==> src/rtl/worker_result_arbiter_pkg.sv <==
// Shared parameters and state encoding for the worker-result arbiter.
// Token width and default port count live here so upstream and downstream stages agree.
package worker_result_arbiter_pkg;

    localparam int unsigned WORKER_RESULT_WIDTH = 16;
    localparam int unsigned NUM_WORKERS_DEFAULT = 4;

    typedef enum logic [1:0] {
        S_IDLE   = 2'd0,
        S_ACCEPT = 2'd1,
        S_SEND   = 2'd2
    } arb_state_e;

endpackage

==> src/rtl/worker_result_arbiter_rr_pick.sv <==
// Rotating first-set search: returns the first requesting index at or after ptr,
// wrapping modulo NUM_WORKERS (explicit wrap, so non-power-of-two counts are safe).
module worker_result_arbiter_rr_pick #(
    parameter int unsigned NUM_WORKERS = 4,
    parameter int unsigned IDX_WIDTH   = 2
) (
    input  logic [NUM_WORKERS-1:0] req,
    input  logic [IDX_WIDTH-1:0]   ptr,
    output logic                   found_c,
    output logic [IDX_WIDTH-1:0]   idx_c
);

    logic [IDX_WIDTH-1:0] cand_c;

    always_comb begin
        found_c = 1'b0;
        idx_c   = '0;
        cand_c  = '0;
        for (int unsigned i = 0; i < NUM_WORKERS; i++) begin
            cand_c = IDX_WIDTH'((32'(ptr) + i) % NUM_WORKERS);
            if (!found_c && req[cand_c]) begin
                found_c = 1'b1;
                idx_c   = cand_c;
            end
        end
    end

endmodule

==> src/rtl/worker_result_arbiter.sv <==
// Merges NUM_WORKERS worker-result streams into one registered stream, one token in flight.
// Build option WR_ARB_FIXED_PRIORITY_EN pins the search pointer at 0 (lowest index always wins).
module worker_result_arbiter
    import worker_result_arbiter_pkg::*;
#(
    parameter  int unsigned NUM_WORKERS = NUM_WORKERS_DEFAULT,
    localparam int unsigned W           = WORKER_RESULT_WIDTH,
    localparam int unsigned IDX_WIDTH   = $clog2(NUM_WORKERS)
) (
    input  logic                     CLK,
    input  logic                     RST,
    input  logic [NUM_WORKERS-1:0]   RECEIVE_WR_VALID,
    input  logic [NUM_WORKERS*W-1:0] RECEIVE_WR_DATA,
    output logic [NUM_WORKERS-1:0]   RECEIVE_WR_READY,
    output logic                     SEND_WR_VALID,
    output logic [W-1:0]             SEND_WR_DATA,
    input  logic                     SEND_WR_READY,
    output logic [IDX_WIDTH-1:0]     GRANT_ID
);

    arb_state_e             state_q, state_d;
    logic [IDX_WIDTH-1:0]   ptr_q, ptr_d;
    logic [IDX_WIDTH-1:0]   grant_q, grant_d;
    logic [NUM_WORKERS-1:0] ready_q, ready_d;
    logic                   send_valid_q, send_valid_d;
    logic [W-1:0]           send_data_q, send_data_d;
    logic [IDX_WIDTH-1:0]   grant_id_q, grant_id_d;

    logic                   pick_found_c;
    logic [IDX_WIDTH-1:0]   pick_idx_c;
    logic [IDX_WIDTH-1:0]   next_ptr_c;
    logic [W-1:0]           slice_c;

    worker_result_arbiter_rr_pick #(
        .NUM_WORKERS (NUM_WORKERS),
        .IDX_WIDTH   (IDX_WIDTH)
    ) u_rr_pick (
        .req     (RECEIVE_WR_VALID),
        .ptr     (ptr_q),
        .found_c (pick_found_c),
        .idx_c   (pick_idx_c)
    );

    // Token slice of the currently granted worker.
    always_comb begin
        slice_c = '0;
        for (int unsigned i = 0; i < NUM_WORKERS; i++) begin
            if (grant_q == IDX_WIDTH'(i)) begin
                slice_c = RECEIVE_WR_DATA[i*W +: W];
            end
        end
    end

    // Pointer advances past the served worker; fixed-priority builds keep it at 0.
    always_comb begin
`ifdef WR_ARB_FIXED_PRIORITY_EN
        next_ptr_c = '0;
`else
        if (grant_q == IDX_WIDTH'(NUM_WORKERS - 1)) begin
            next_ptr_c = '0;
        end else begin
            next_ptr_c = grant_q + IDX_WIDTH'(1);
        end
`endif
    end

    always_comb begin
        state_d      = state_q;
        ptr_d        = ptr_q;
        grant_d      = grant_q;
        ready_d      = ready_q;
        send_valid_d = send_valid_q;
        send_data_d  = send_data_q;
        grant_id_d   = grant_id_q;

        case (state_q)
            S_IDLE: begin
                if (pick_found_c) begin
                    grant_d             = pick_idx_c;
                    ready_d             = '0;
                    ready_d[pick_idx_c] = 1'b1;
                    state_d             = S_ACCEPT;
                end
            end
            S_ACCEPT: begin
                // A dropped VALID abandons the grant without moving the pointer.
                if (RECEIVE_WR_VALID[grant_q] && ready_q[grant_q]) begin
                    send_data_d  = slice_c;
                    grant_id_d   = grant_q;
                    ready_d      = '0;
                    send_valid_d = 1'b1;
                    state_d      = S_SEND;
                end else begin
                    ready_d = '0;
                    state_d = S_IDLE;
                end
            end
            S_SEND: begin
                if (SEND_WR_READY) begin
                    send_valid_d = 1'b0;
                    ptr_d        = next_ptr_c;
                    state_d      = S_IDLE;
                end
            end
            default: begin
                ready_d      = '0;
                send_valid_d = 1'b0;
                state_d      = S_IDLE;
            end
        endcase
    end

    always_ff @(posedge CLK) begin
        if (!RST) begin
            state_q      <= S_IDLE;
            ptr_q        <= '0;
            grant_q      <= '0;
            ready_q      <= '0;
            send_valid_q <= 1'b0;
            send_data_q  <= '0;
            grant_id_q   <= '0;
        end else begin
            state_q      <= state_d;
            ptr_q        <= ptr_d;
            grant_q      <= grant_d;
            ready_q      <= ready_d;
            send_valid_q <= send_valid_d;
            send_data_q  <= send_data_d;
            grant_id_q   <= grant_id_d;
        end
    end

    assign RECEIVE_WR_READY = ready_q;
    assign SEND_WR_VALID    = send_valid_q;
    assign SEND_WR_DATA     = send_data_q;
    assign GRANT_ID         = grant_id_q;

endmodule

==> config.mk <==
export PLATFORM = sky130hd
export DESIGN_NAME = worker_result_arbiter
export DESIGN_NICKNAME = d
export VERILOG_FILES = /design/src/rtl/worker_result_arbiter_pkg.sv /design/src/rtl/worker_result_arbiter_rr_pick.sv /design/src/rtl/worker_result_arbiter.sv
export SDC_FILE = /design/constraint.sdc
export NUM_CORES = 1
export LEC_CHECK = 0
export BUFFER_PORTS_ARGS = -buffer_cell sky130_fd_sc_hd__buf_4
export CELL_PAD_IN_SITES_DETAIL_PLACEMENT = 0
export CELL_PAD_IN_SITES_GLOBAL_PLACEMENT = 2
export CORE_ASPECT_RATIO = 1.5
export CORE_MARGIN = 5
export CORE_UTILIZATION = 26
export DETAILED_ROUTE_END_ITERATION = 6
export PLACE_DENSITY_LB_ADDON = 0.1
export SLEW_MARGIN = 10
export SYNTH_ARGS = -nofsm -noshare
export SYNTH_HDL_FRONTEND = slang
export SYNTH_SLANG_ARGS = --single-unit
export TNS_END_PERCENT = 100
==> constraint.sdc <==
create_clock -name CLK -period 3.2 [get_ports CLK]
set_clock_uncertainty 0.15 [all_clocks]
set_input_delay 0.64 -clock CLK [delete_from_list [all_inputs] [get_ports CLK]]
set_output_delay 0.64 -clock CLK [all_outputs]
set_load 0.005 [all_outputs]
# Word level (Yosys, flattened, before mapping)
# Cells that the tools add are included.
# totals
register_bits	29
mem_bits_ro	0
wordCells	80
ramBits	0
mem_count	0
output_inout_bits	23
latch_bits	0
# classes
shifts	0
n_addsub	4
eq_ne	8
n_lt_le_gt_ge	7
bitwise	2
n_reduce_logical	16
mux	36
n_mul	0
div_mod_pow	0
# op_table
op	n
$mux 16	4
$lt 2x3->1 const B	6
$mux 2	8
$mux 1	13
$bmux 1 s2	6
$reduce_and 2->1	5
$pmux 4 s2	1
$eq 2x2->1 const B	3
$ne 2x2->1 const B	3
$pmux 2 s3	1
$logic_and 1x1->1	5
$add 2x1->2 const B	2
$add 2x2->2 const B	2
$eq 2x1->1 const B	2
$logic_not 2->1	2
$mux 4	1
$logic_not 1->1	3
$pmux 1 s3	1
$reduce_and 3->1	1
$demux 1 s2	1
$ge 2x1->1 const B	1
$not 1->1	2

# Longest topological paths before layout
# depth
ltp_word	18
ltp_mapped	8
mapped_depth_nobuf	6

# Hierarchy
# Synthesis repeated with hierarchy kept, for this count alone.
# unflattened
cells_unflattened	233
area_unflattened_um2	1829.3
# modules_own_cells
mod	area_per_inst_um2	n_inst	cells_per_inst	seq_area_each_um2
worker_result_arbiter	1751.7	1	218	580.6
worker_result_arbiter_rr_pick	77.6	1	15	0.0

# Worst setup path after synthesis
# No wires, ideal clock.
# synth_path
path_type	register -> register
from	register grant_q[0]
to	register send_data_q[10], in the netlist SEND_WR_DATA[10]
required_ps	2927
setup_slack_ps	1227
n_path_buf	2
setup_ps	123
synth_period_minus_slack_ps	1973
arrival_time_ps	1700
path_stages_with_launch	9
path_cell_list	dfxtp_1 -> inv_1 -> ha_1 -> or2_1 -> clkbuf_1 -> buf_2 -> a221o_1 -> o2111ai_1 -> mux2i_1
# synth_via
elab_chain_cells	5
# synth_lines
element	line	rtl
from (decl)	worker_result_arbiter.sv:23	logic [IDX_WIDTH-1:0] grant_q, grant_d;
from (signal assigned)	worker_result_arbiter.sv:125	grant_q <= grant_d;
$logic_not 2->1	worker_result_arbiter.sv:48	if (grant_q == IDX_WIDTH'(i)) begin
$mux 16 (4 in a row)	worker_result_arbiter.sv:48	
to (signal assigned)	worker_result_arbiter.sv:128	send_data_q <= send_data_d;
to (decl)	worker_result_arbiter.sv:26	logic [W-1:0] send_data_q, send_data_d;
# Parallel ways exist; a longest one is shown, timed or not. The select of a mux whose other input is x is not followed.
# A chain may end at the register's enable or synchronous reset.

# Worst setup path in the final report
# layout_path
from	register grant_q[1]
to	register send_data_q[11], in the netlist SEND_WR_DATA[11]
# Same word-level chain as after synthesis.

==> results.md <==
- Synthesized Nets: ~280
- Top Ports: between 90 and 100
- Dpl hpwl: about 4800 um
- H-tree depth: 2
- Slowest cell on crit path: nor2b_2
- Cell-internal power: approximately 650 uW
- Crit path capture type: flop
- Final GP Congestion: 0.731
- Number of global-route vias before repair: slightly below 2000
- Post-Place Cells: ~360
- Crit path DAT: between 2 and 3 ns
- Post-Synthesis Cells: 200
- CTS tree: built
- CP Cell Sequence: inv_1 -> ha_1 -> nor2b_2 -> a221o_1 -> o2111ai_1 -> mux2i_1
- GRT Util Overall: between 15 and 20%
- Final hold slack: a little over 0.3 ns
- Fin. Hold Viols: 0
- Pre-antenna DRT Iters: 4
- Routed wire length: 6340 um
- Pins Over Slew Limit: 0
- Remaining Overflow, GRT: 0
- DRC: 0
- Post_cts resized: 0
- Die Width: ~77 um
- Clk buf depth: 2
- Worst reg-to-reg path cell count: 6
- IO buf count: 93
- Sum Neg Setup Slack: 0 ns
- Core footprint: between 0.006 and 0.007 mm^2
- Critical path endpoint: SEND_WR_DATA[11]$_SDFFE_PN0P_
- Slew @ Worst Pin: roughly 0.75 ns
- Post-synthesis mux area share: a little over 10%
- Largest family of logic cells by synthesized area: compound AO/OA/AOI/OAI gates
- DR iter-0 viols: 66
- Max Freq: approximately 0.4 GHz
- Via count: around 1900
- Post-Synth Adder-Cell Area: under 10%
- Layout cells sized above 1: between 30% and 40%
- Lkg Pwr: about 1.1 nW
- Number of setup buffers added after CTS: 0
- Critical path's largest stage delay: slightly above 0.6 ns
- Switching portion of total power: around 29%
- Inserted Diodes: 0
- Initial antenna violation count: 0
- Largest net degree at the start of global routing: 43
- Clock-pin slew on the worst setup and hold paths: approximately 0.070 ns
- Routed length per instance: roughly 17 um
- Post-synthesis cell type count: 35
- Clock power frac: 33.1%
- Final worst-path cycle share: between 70% and 80%
- Hold buffers post-CTS: 0
- Part of the power in registers: 42.5%
- Routed Antenna Nets: 0
- Status: complete, no violations
- VDD IR max: between 0.00015 and 0.0002 V
- Std cell rows: 36
- Syn. warnings: 0
- Die H: 110 um
- Final nets: between 300 and 400
- Via density: between 5 and 6
- Die footprint: about 0.0085 mm^2
- Fillers: between 600 and 700
- Worst reg2reg endpoint: SEND_WR_DATA[11]$_SDFFE_PN0P_
- CTS Sinks: 29
- Insertion delay of the later-clocked pin in the worst-skew pair: approximately 0.28 ns
- Register bit total from synthesis: 29
- Register area share after synthesis: between 30 and 40%
- Cell Area, Synth: around 0.0017 mm^2
- Max_cap viols: 0
- Critical Setup Path Class: flop to flop
- Critical Path Start Type: flop
- Critical path data required time: ~3.3 ns
- Normalized max-slew margin: around half
- Post-Synth Simple-Gate Area: between 20% and 30%
- Area Growth Syn to Fin: 46.1%
- XOR/XNOR share of the synthesized area: 0%
- Start point of the critical path: grant_q[1]$_SDFFE_PN0P_
- Sw power: ~260 uW
- RSZ-0062 raised after global routing: no
- Min Clock Period, post-route: around 2.4 ns
- Synth Area in Compound Gates: 27.4%
- Hold WC Path Type: flop to flop
- Syn Area/Cell: around 9 um^2
- CTS root buf: clkbuf_8
- Initial core utilization: a little over a quarter
- Comb pwr share: approximately a quarter
- Inserted Clock Buffers: 5
- Worst-path maximum fanout: 18
- Worst reg2reg setup slack: roughly 0.76 ns
- R2r startpoint: grant_q[1]$_SDFFE_PN0P_
- PwrDens: about 360 mW/mm^2
- Endpoints failing setup: 0
- Non-filler cells, final: 363
- First-pass GRT wire length: about 10000 um
critical path: cells and delay by family, from the launching register on:
family          cells  cell delay [ns]
simple gates        1             0.62
fa+ha+maj           1             0.45
buf+inv             1             0.13
compound gates      2             0.38
flops               1             0.49
mux                 1             0.15
flip-flops by register name, summed over array words and instances (netlist names):
signal	cells
RECEIVE_WR_READY	4
GRANT_ID	2
ptr_q	2
SEND_WR_DATA	16
state_q	2
SEND_WR_VALID	1
grant_q	2
placed cells by master (no fill, tap or decap):
cell	instances
buf_4	95
nand2_1	30
dfxtp_1	29
nand2b_1	18
mux2i_1	18
a221o_1	15
o2111ai_1	15
o21ai_0	6
nor2b_1	5
a21oi_1	5
clkbuf_8	5
inv_1	4
nand3_1	4
o32ai_1	4
ha_1	4
o211ai_1	3
a21boi_1	3
nor3_1	3
nor2_1	3
o22ai_1	2
clkinv_2	2
nor2b_2	1
or2_1	1
o21ai_1	1
or3b_2	1
nand3b_1	1
o21a_1	1
nor4_1	1
o221ai_1	1
or3_4	1
a311oi_1	1
and3_1	1
a32o_1	1
o22a_2	1
clkbuf_1	1
worst min-delay path by stage:
| stage | from | endpoint | cells past startpoint |
|---|---|---|---|
| 6_report | SEND_WR_VALID$_SDFFE_PN0P_ | SEND_WR_VALID$_SDFFE_PN0P_ | 2 |
| 3_3_place_gp | SEND_WR_VALID$_SDFFE_PN0P_ | SEND_WR_VALID$_SDFFE_PN0P_ | 2 |
| 3_5_place_dp | SEND_WR_DATA[7]$_SDFFE_PN0P_ | SEND_WR_DATA[7]$_SDFFE_PN0P_ | 2 |
| 4_1_cts | SEND_WR_DATA[7]$_SDFFE_PN0P_ | SEND_WR_DATA[7]$_SDFFE_PN0P_ | 2 |
| 5_1_grt | SEND_WR_DATA[7]$_SDFFE_PN0P_ | SEND_WR_DATA[7]$_SDFFE_PN0P_ | 2 |
| 2_1_floorplan | SEND_WR_VALID$_SDFFE_PN0P_ | SEND_WR_VALID$_SDFFE_PN0P_ | 2 |
per-layer routing:
metal	track usage (%)	vias to the layer above	wire length [um]
li1	-	926	-
met1	15.2	856	2190
met2	27.3	70	3440
met3	5.78	11	555
met4	5.37	0	157
met5	0	-	0
synth_stat cells:
| cell type | n | share of area (%) |
|---|---|---|
| nand3_1 | 4 | 1.1 |
| nor3_1 | 3 | 0.86 |
| nor2b_2 | 1 | 0.50 |
| clkbuf_1 | 8 | 1.7 |
| inv_1 | 4 | 0.86 |
| nand2b_1 | 18 | 6.4 |
| or2_1 | 1 | 0.36 |
| buf_2 | 5 | 1.4 |
| mux2i_1 | 18 | 10 |
| and3_1 | 1 | 0.36 |
| o22ai_1 | 2 | 0.72 |
| a21boi_1 | 3 | 1.3 |
| a311oi_1 | 1 | 0.50 |
| ha_1 | 4 | 2.9 |
| or3_4 | 1 | 0.64 |
| o211ai_1 | 3 | 1.3 |
| nand3b_1 | 1 | 0.43 |
| o21ai_1 | 1 | 0.29 |
| dfxtp_1 | 29 | 33 |
| a21oi_1 | 5 | 1.4 |
| a221o_1 | 15 | 8.6 |
| o32ai_1 | 4 | 2.0 |
| o21ai_0 | 6 | 1.7 |
| nor2_1 | 3 | 0.64 |
| o22a_2 | 1 | 0.57 |
| o221ai_1 | 1 | 0.50 |
| o21a_1 | 1 | 0.43 |
| buf_4 | 1 | 0.43 |
| nor4_1 | 1 | 0.36 |
| or3b_2 | 1 | 0.50 |
| nand2_1 | 30 | 6.4 |
| nor2b_1 | 5 | 1.8 |
| buf_6 | 2 | 1.3 |
| o2111ai_1 | 15 | 7.5 |
| a32o_1 | 1 | 0.57 |
power by group through the flow:
stage	registers (mW)	clock network (mW)	logic (mW)
2_1_floorplan	0.394	0	0.116
3_3_place_gp	0.396	0	0.227
3_5_place_dp	0.397	0	0.226
4_1_cts	0.388	0.312	0.227
5_1_grt	0.391	0.324	0.246
6_report	0.388	0.302	0.222
through the flow:
stage,cell area [um^2],power [mW],util (%),setup WS [ns]
finish,2550,0.912,39.1,0.760
global route,2550,0.960,39.1,0.558
CTS,2550,0.927,39.1,0.706
detailed placement,2470,0.622,37.8,0.727
global placement,2470,0.623,37.8,0.737
floorplan,1750,0.510,-,1.23
kinds of logic after synthesis:
group / count (synthesis)
AO/OA/AOI/OAI: 59
AND/OR/NAND/NOR: 70
buffers and inverters: 20
adder cells (fa/ha/maj): 4
flip-flops: 29
multiplexers: 18
area by class of cell:
| class | instances | area (um^2) | area share, % |
|---|---|---|---|
| inverter | 4 | 15.0 | 0.588 |
| clock inverter | 2 | 10.0 | 0.392 |
| multi-input combinational | 151 | 1070 | 41.8 |
| sequential | 29 | 581 | 22.7 |
| tap | 76 | 95.1 | 3.72 |
| clock buffer | 6 | 72.6 | 2.84 |
| timing repair buffer | 95 | 713 | 27.9 |
No activity file was read; power rests on OpenSTA's default activity.
